**src/rtl/alu_share_arbiter.sv**
```systemverilog
// alu_share_arbiter
// Round-robin arbiter and sequencer for the single combinational arithmetic_unit.
// Two requesters offer operations over valid/ready. The granted operation's
// operands and select are latched and driven to the shared unit. They are held
// for SETTLE cycles. The unit's result is then captured and returned, tagged
// with the requester ID.
//
// Ports:
//   clk, rst                 clock, asynchronous active-high reset
//   req{0,1}_valid/_ready    request handshakes (ready only in IDLE, one at a time)
//   req{0,1}_a/_b/_sel       operands and operation select
//   alu_a/alu_b/alu_sel      drive to the shared unit (zero while IDLE)
//   alu_result               combinational result from the shared unit
//   rsp_valid/rsp_ready      response handshake
//   rsp_id/rsp_data          requester tag and captured result
//   busy                     high whenever the sequencer is not IDLE
//   op_count                 completed responses, wraps at 256

// Elaboration-time guard on the settle parameter.
module alu_share_arbiter_param_chk #(
   parameter int SETTLE = 1
) ();
   generate
      if (SETTLE < 1 || SETTLE > 7) begin : g_bad_settle
         $error("alu_share_arbiter: SETTLE must be within 1..7");
      end
   endgenerate
endmodule

module alu_share_arbiter #(
   parameter int OPW    = 3,
   parameter int RESW   = 6,
   parameter int SETTLE = 1
) (
   input  logic            clk,
   input  logic            rst,
   input  logic            req0_valid,
   output logic            req0_ready,
   input  logic [OPW-1:0]  req0_a,
   input  logic [OPW-1:0]  req0_b,
   input  logic [1:0]      req0_sel,
   input  logic            req1_valid,
   output logic            req1_ready,
   input  logic [OPW-1:0]  req1_a,
   input  logic [OPW-1:0]  req1_b,
   input  logic [1:0]      req1_sel,
   output logic [OPW-1:0]  alu_a,
   output logic [OPW-1:0]  alu_b,
   output logic [1:0]      alu_sel,
   input  logic [RESW-1:0] alu_result,
   output logic            rsp_valid,
   input  logic            rsp_ready,
   output logic            rsp_id,
   output logic [RESW-1:0] rsp_data,
   output logic            busy,
   output logic [7:0]      op_count
);

   typedef enum logic [1:0] {
      IDLE = 2'd0,
      EXEC = 2'd1,
      RESP = 2'd2
   } state_t;

   state_t          state_r;
   state_t          state_nxt_s;
   logic            grant_s;
   logic            accept_s;
   logic            capture_s;
   logic            rsp_done_s;
   logic            last_grant_r;
   logic [2:0]      cnt_r;
   logic [OPW-1:0]  alu_a_r;
   logic [OPW-1:0]  alu_b_r;
   logic [1:0]      alu_sel_r;
   logic            rsp_valid_r;
   logic            rsp_id_r;
   logic [RESW-1:0] rsp_data_r;
   logic            busy_r;
   logic [7:0]      op_count_r;

   alu_share_arbiter_param_chk #(.SETTLE(SETTLE)) u_param_chk ();

   // Grant selection: a lone requester wins, contention goes to the one not served last.
   always_comb begin
      grant_s = 1'b0;
      if (req0_valid && req1_valid) begin
         grant_s = ~last_grant_r;
      end else if (req1_valid) begin
         grant_s = 1'b1;
      end else begin
         grant_s = 1'b0;
      end
   end

   // Readies are forced low while reset is held, even though the state already reads IDLE.
   assign req0_ready = (state_r == IDLE) && !rst && (grant_s == 1'b0);
   assign req1_ready = (state_r == IDLE) && !rst && (grant_s == 1'b1);

   // Next-state logic and the datapath enables for each transition.
   always_comb begin
      state_nxt_s = state_r;
      accept_s    = 1'b0;
      capture_s   = 1'b0;
      rsp_done_s  = 1'b0;
      case (state_r)
         IDLE: begin
            accept_s = grant_s ? req1_valid : req0_valid;
            if (accept_s) begin
               state_nxt_s = EXEC;
            end else begin
               state_nxt_s = IDLE;
            end
         end
         EXEC: begin
            if (cnt_r == 3'd0) begin
               capture_s   = 1'b1;
               state_nxt_s = RESP;
            end else begin
               state_nxt_s = EXEC;
            end
         end
         RESP: begin
            if (rsp_ready) begin
               rsp_done_s  = 1'b1;
               state_nxt_s = IDLE;
            end else begin
               state_nxt_s = RESP;
            end
         end
         default: begin
            state_nxt_s = IDLE;
         end
      endcase
   end

   // State register.
   always_ff @(posedge clk or posedge rst) begin
      if (rst) begin
         state_r <= IDLE;
      end else begin
         state_r <= state_nxt_s;
      end
   end

   // Operand latch, settle counter, result capture and response bookkeeping.
   always_ff @(posedge clk or posedge rst) begin
      if (rst) begin
         last_grant_r <= 1'b1;
         cnt_r        <= 3'd0;
         alu_a_r      <= '0;
         alu_b_r      <= '0;
         alu_sel_r    <= 2'd0;
         rsp_valid_r  <= 1'b0;
         rsp_id_r     <= 1'b0;
         rsp_data_r   <= '0;
         busy_r       <= 1'b0;
         op_count_r   <= 8'd0;
      end else begin
         if (accept_s) begin
            alu_a_r      <= grant_s ? req1_a : req0_a;
            alu_b_r      <= grant_s ? req1_b : req0_b;
            alu_sel_r    <= grant_s ? req1_sel : req0_sel;
            rsp_id_r     <= grant_s;
            last_grant_r <= grant_s;
            cnt_r        <= 3'(SETTLE - 1);
            busy_r       <= 1'b1;
         end else if (capture_s) begin
            rsp_data_r  <= alu_result;
            rsp_valid_r <= 1'b1;
         end else if (rsp_done_s) begin
            // Operands return to zero so the shared unit sees a quiet bus in IDLE.
            alu_a_r     <= '0;
            alu_b_r     <= '0;
            alu_sel_r   <= 2'd0;
            rsp_valid_r <= 1'b0;
            busy_r      <= 1'b0;
            op_count_r  <= op_count_r + 8'd1;
         end else if (state_r == EXEC) begin
            cnt_r <= cnt_r - 3'd1;
         end else begin
            cnt_r <= cnt_r;
         end
      end
   end

   assign alu_a     = alu_a_r;
   assign alu_b     = alu_b_r;
   assign alu_sel   = alu_sel_r;
   assign rsp_valid = rsp_valid_r;
   assign rsp_id    = rsp_id_r;
   assign rsp_data  = rsp_data_r;
   assign busy      = busy_r;
   assign op_count  = op_count_r;

endmodule

```
**config.mk**
```make
export PLATFORM = sky130hd
export DESIGN_NAME = alu_share_arbiter
export DESIGN_NICKNAME = d
export VERILOG_FILES = /design/src/rtl/alu_share_arbiter.sv
export SDC_FILE = /design/constraint.sdc
export NUM_CORES = 1
export LEC_CHECK = 0
export ABC_AREA = 1
export BUFFER_PORTS_ARGS = -buffer_cell sky130_fd_sc_hd__buf_2
export CELL_PAD_IN_SITES_DETAIL_PLACEMENT = 1
export CELL_PAD_IN_SITES_GLOBAL_PLACEMENT = 2
export CORE_MARGIN = 2
export CORE_UTILIZATION = 25
export CTS_BUF_LIST = sky130_fd_sc_hd__clkbuf_4 sky130_fd_sc_hd__clkbuf_8 sky130_fd_sc_hd__clkbuf_16
export CTS_CLUSTER_DIAMETER = 80
export DETAILED_ROUTE_END_ITERATION = 6
export PLACE_DENSITY = 0.79
export SLEW_MARGIN = 25
export SYNTH_ARGS = -nofsm -noshare
export SYNTH_HDL_FRONTEND = slang
export SYNTH_HIERARCHICAL = 1
export SYNTH_SLANG_ARGS = --single-unit
```
**constraint.sdc**
```tcl
create_clock -name clk -period 1.2 [get_ports clk]
set_input_delay 0.06 -clock clk [delete_from_list [all_inputs] [get_ports clk]]
set_output_delay 0.06 -clock clk [all_outputs]
set_load 0.03 [all_outputs]
```
==> impl_results.md <==
- Outcome: finished with violations
- Failing checks: negative setup slack
- Largest family of logic cells by synthesized area: simple AND/OR/NAND/NOR gates
- Xor and xnor area share after synthesis: roughly 2.3%
- CTS tree: yes
- Clock root buffer: clkbuf_8
- Die Y: 81.5 um
- Mean routed wirelength per cell: 13.2 um
- Vias: ~1,500
- Antenna viol nets, final: 0
- Htree depth: 2
- Pleak: 1.30 nW
- Layout cells sized above 1: 56.1%
- Netlist cell types: 25
- Largest net degree at the start of global routing: 32
- Synth Warn #: 6
- Final non-filler cell total: around 350
- Final-report max-slew violation count: 0
- Critical Path Fanout Max: 3
- Synthesized instance count: 178
- RSZ-0062 raised after global routing: yes
- Commonest cells in the netlist: nand2_1 (65), dfrtp_1 (30), inv_1 (21)
- Area leader, netlist: dfrtp_1
- Total grt overflow: 0
- EDFF count, synth: 0
- Sequential area share after synthesis: 51.7%
- Cell family with most CP delay: flip-flops
- Initial antenna violation count: 0
- Syn_area_per_cell: 8.44 um2
- Placed wire-length estimate: between 2000 and 3000 um
- Clk network pwr share: ~14%
- Multi-input gate area: between 700 and 800 um2
- Placement Cell Area: 1960 um2
- Crit path buffers/inverters: 1
- Synth top area share: 50.0%
- Drt initial violations: 32
- Peak Freq: between 700 and 800 MHz
- Fill cells: 700
- CTS Buffer Depth: 2
- Die ar.: 6650 um2
- Critical Path, Cell by Cell: nor2_4 > nand2_2 > nor2_4 > buf_6
- Worst path slowest cell: dfrtp_2
- GPL Wtd Cong: ~0.68
- NetSw: 2.76 mW
- Tightest Hold Check Type: input pin to register
- Worst-Skew Late Latency: ~0.28 ns
- Crit path launch type: register
- Sw Ratio: between 40% and 50%
- Combinational power share: 57.2%
- CP Capture Type: primary output
- Final Routed Wirelength: about 4600 um
- Min setup slack post-route: -0.0905 ns
- Port bufs: 53
- Mapped cell area: between 1500 and 2000 um2
- Kind of critical path: register to primary output
- Post-Synth Simple-Gate Area: 28.6%
- Area contributors post-synth: dfrtp_1 (50%), nand2_1 (16%), inv_1 (5.2%)
- Synth Area in Compound Gates: between 6 and 7%
- # IOs: 54
- Diode count: 0
- Final Cycle Share: 108%
- Detailed-route DRC error count: 0
- Layout Skew: roughly 0.0066 ns
- Critical Path RT: about 1.1 ns
- Internal power: 3.51 mW
- Wire length of the first global-routing pass: 6840 um
- Total global-route track usage: 13.6%
- FF+latch area: 785 um2
- CORE AREA: 5850 um2
- Async set-or-reset flop fraction in the synthesized netlist: 100%
- Total Power: 6.27 mW
- DRT Pass-1 Iters: 4
- Worst slew margin: 73.1%
- Sequential power share: 28.9%
- Worst path max stage delay: around 0.43 ns
- Vias in the first global route: 1,463
- Flops & latches, synth: 31
- Top-count cell post-synth: nand2_1
- Final Instance Area: 2550 um2
- DIE WIDTH: about 82 um
- Drt via density: between 4 and 5
- Sinks on Clock Net: 31
- Adder-Cell Fraction of Synth Area: under 10%
- Worst-margin pin slew: 0.403 ns
- Multiplexer area fraction after synthesis: 0%
- Crit path DAT: 1.23 ns
- Dpl cells: 313
- Max cap viols: 0
- Min cycle time layout: 1.29 ns
- Final #Nets: 300
- Total CTS buffers: 5
- Synth-to-Final Area Change: 69.5%
- Initial Util: approximately 26%
- Total nets after synthesis: 208
- Crit path top cell by count: nor2_4
- FP Rows: 28
- Final setup viols: 25
- Max IR drop VDD: 990 uV
- Cell area power density: approximately 2500 nW/um2
- Clk slew on worst S/H paths: 0.07 ns
- Hold Fails Final Rpt: 0
- Synth Flop Type: dfrtp_1
-- cell type report --
cell class | instances | share of cell area (%)
multi-input cells | 119 | 31.0
flip-flops and latches | 31 | 30.8
repair buffers | 88 | 26.4
inverters | 25 | 4.42
well taps | 75 | 3.68
clock buffers | 7 | 3.54
clock inverters | 1 | 0.196
-- cells by family (layout without fill, tap and decap cells) --
logic type / after synthesis / count (layout)
simple gates: 98 / 98
flops: 31 / 31
buf+inv: 28 / 121
compound gates: 14 / 14
xor+xnor: 4 / 4
fa+ha+maj: 3 / 3
-- power by group through the flow --
stage	logic [mW]	clock network, mW	registers, mW
6_report	3.59	0.872	1.81
2_1_floorplan	1.16	0	2.39
5_1_grt	3.89	0.950	1.87
3_3_place_gp	2.55	0	1.76
3_5_place_dp	2.63	0	1.78
4_1_cts	3.00	0.908	1.78
-- repair_timing --
item	4_1_cts	5_1_grt
endpoints found under the hold margin	36	0
cloned	0	2
pin swaps	6	19
hold buffers	7	0
setup buffers	9	8
gates resized for setup	24	45
setup endpoints to repair	21	30
-- metrics by stage --
| stage | hold slack, ns | TNS [ns] | worst slack [ns] | utilization [%] |
|---|---|---|---|---|
| 6_report | 0.0192 | -1.23 | -0.0905 | 43.5 |
| 3_5_place_dp | 0.230 | -1.17 | -0.0981 | 33.4 |
| 3_3_place_gp | 0.227 | -0.225 | -0.0301 | 33.4 |
| 4_1_cts | 0.0133 | -1.25 | -0.109 | 38.7 |
| 5_1_grt | 0.0124 | -3.11 | -0.186 | 43.5 |
| 2_1_floorplan | -0.0141 | -0.328 | -0.0498 | - |
-- metal layers --
layer  up-vias  GRT usage [%]  share of wire [%]
met5         -              0                  0
li1        732              -                  -
met4         0           4.07                1.1
met1       698           17.5                 42
met3         6           2.86                4.2
met2        42           22.8                 52
-- worst paths after layout --
check	slack (ns)	startpoint	depth (start not counted)	to
max in group asynchronous	0.39	rst	4	last_grant_r
min in group asynchronous	0.49	rst	4	rsp_data[2]
worst min-delay path	0.02	rsp_ready	2	state_r[1]
worst min register to register	0.47	rsp_data[0]	2	rsp_data[0]
worst max-delay path	-0.09	state_r[0]	4	req1_ready
worst max register to register	-0.09	cnt_r[1]	8	rsp_data[2]
-- flip-flops by register name, summed over array words and instances (netlist names) --
register      count
op_count          8
rsp_data          6
alu_a             3
alu_b             3
cnt_r             3
alu_sel           2
state_r           2
busy              1
last_grant_r      1
rsp_id            1
rsp_valid         1
-- cells in the final DEF (no fill, tap or decap), types with 3 or more instances in the layout --
| cell | count |
|---|---|
| buf_2 | 51 |
| nand2_1 | 44 |
| dfrtp_1 | 24 |
| nand2_2 | 18 |
| inv_1 | 16 |
| buf_4 | 13 |
| buf_6 | 11 |
| nor2_1 | 9 |
| nand3_1 | 8 |
| dlygate4sd3_1 | 7 |
| o21ai_1 | 6 |
| nand3_2 | 6 |
| clkbuf_8 | 6 |
| dfrtp_2 | 6 |
| nand2_4 | 5 |
| inv_4 | 4 |
| o21ai_2 | 4 |
| nor2_4 | 4 |
| inv_2 | 3 |
| buf_12 | 3 |
Power figures use the tool's default switching activity.
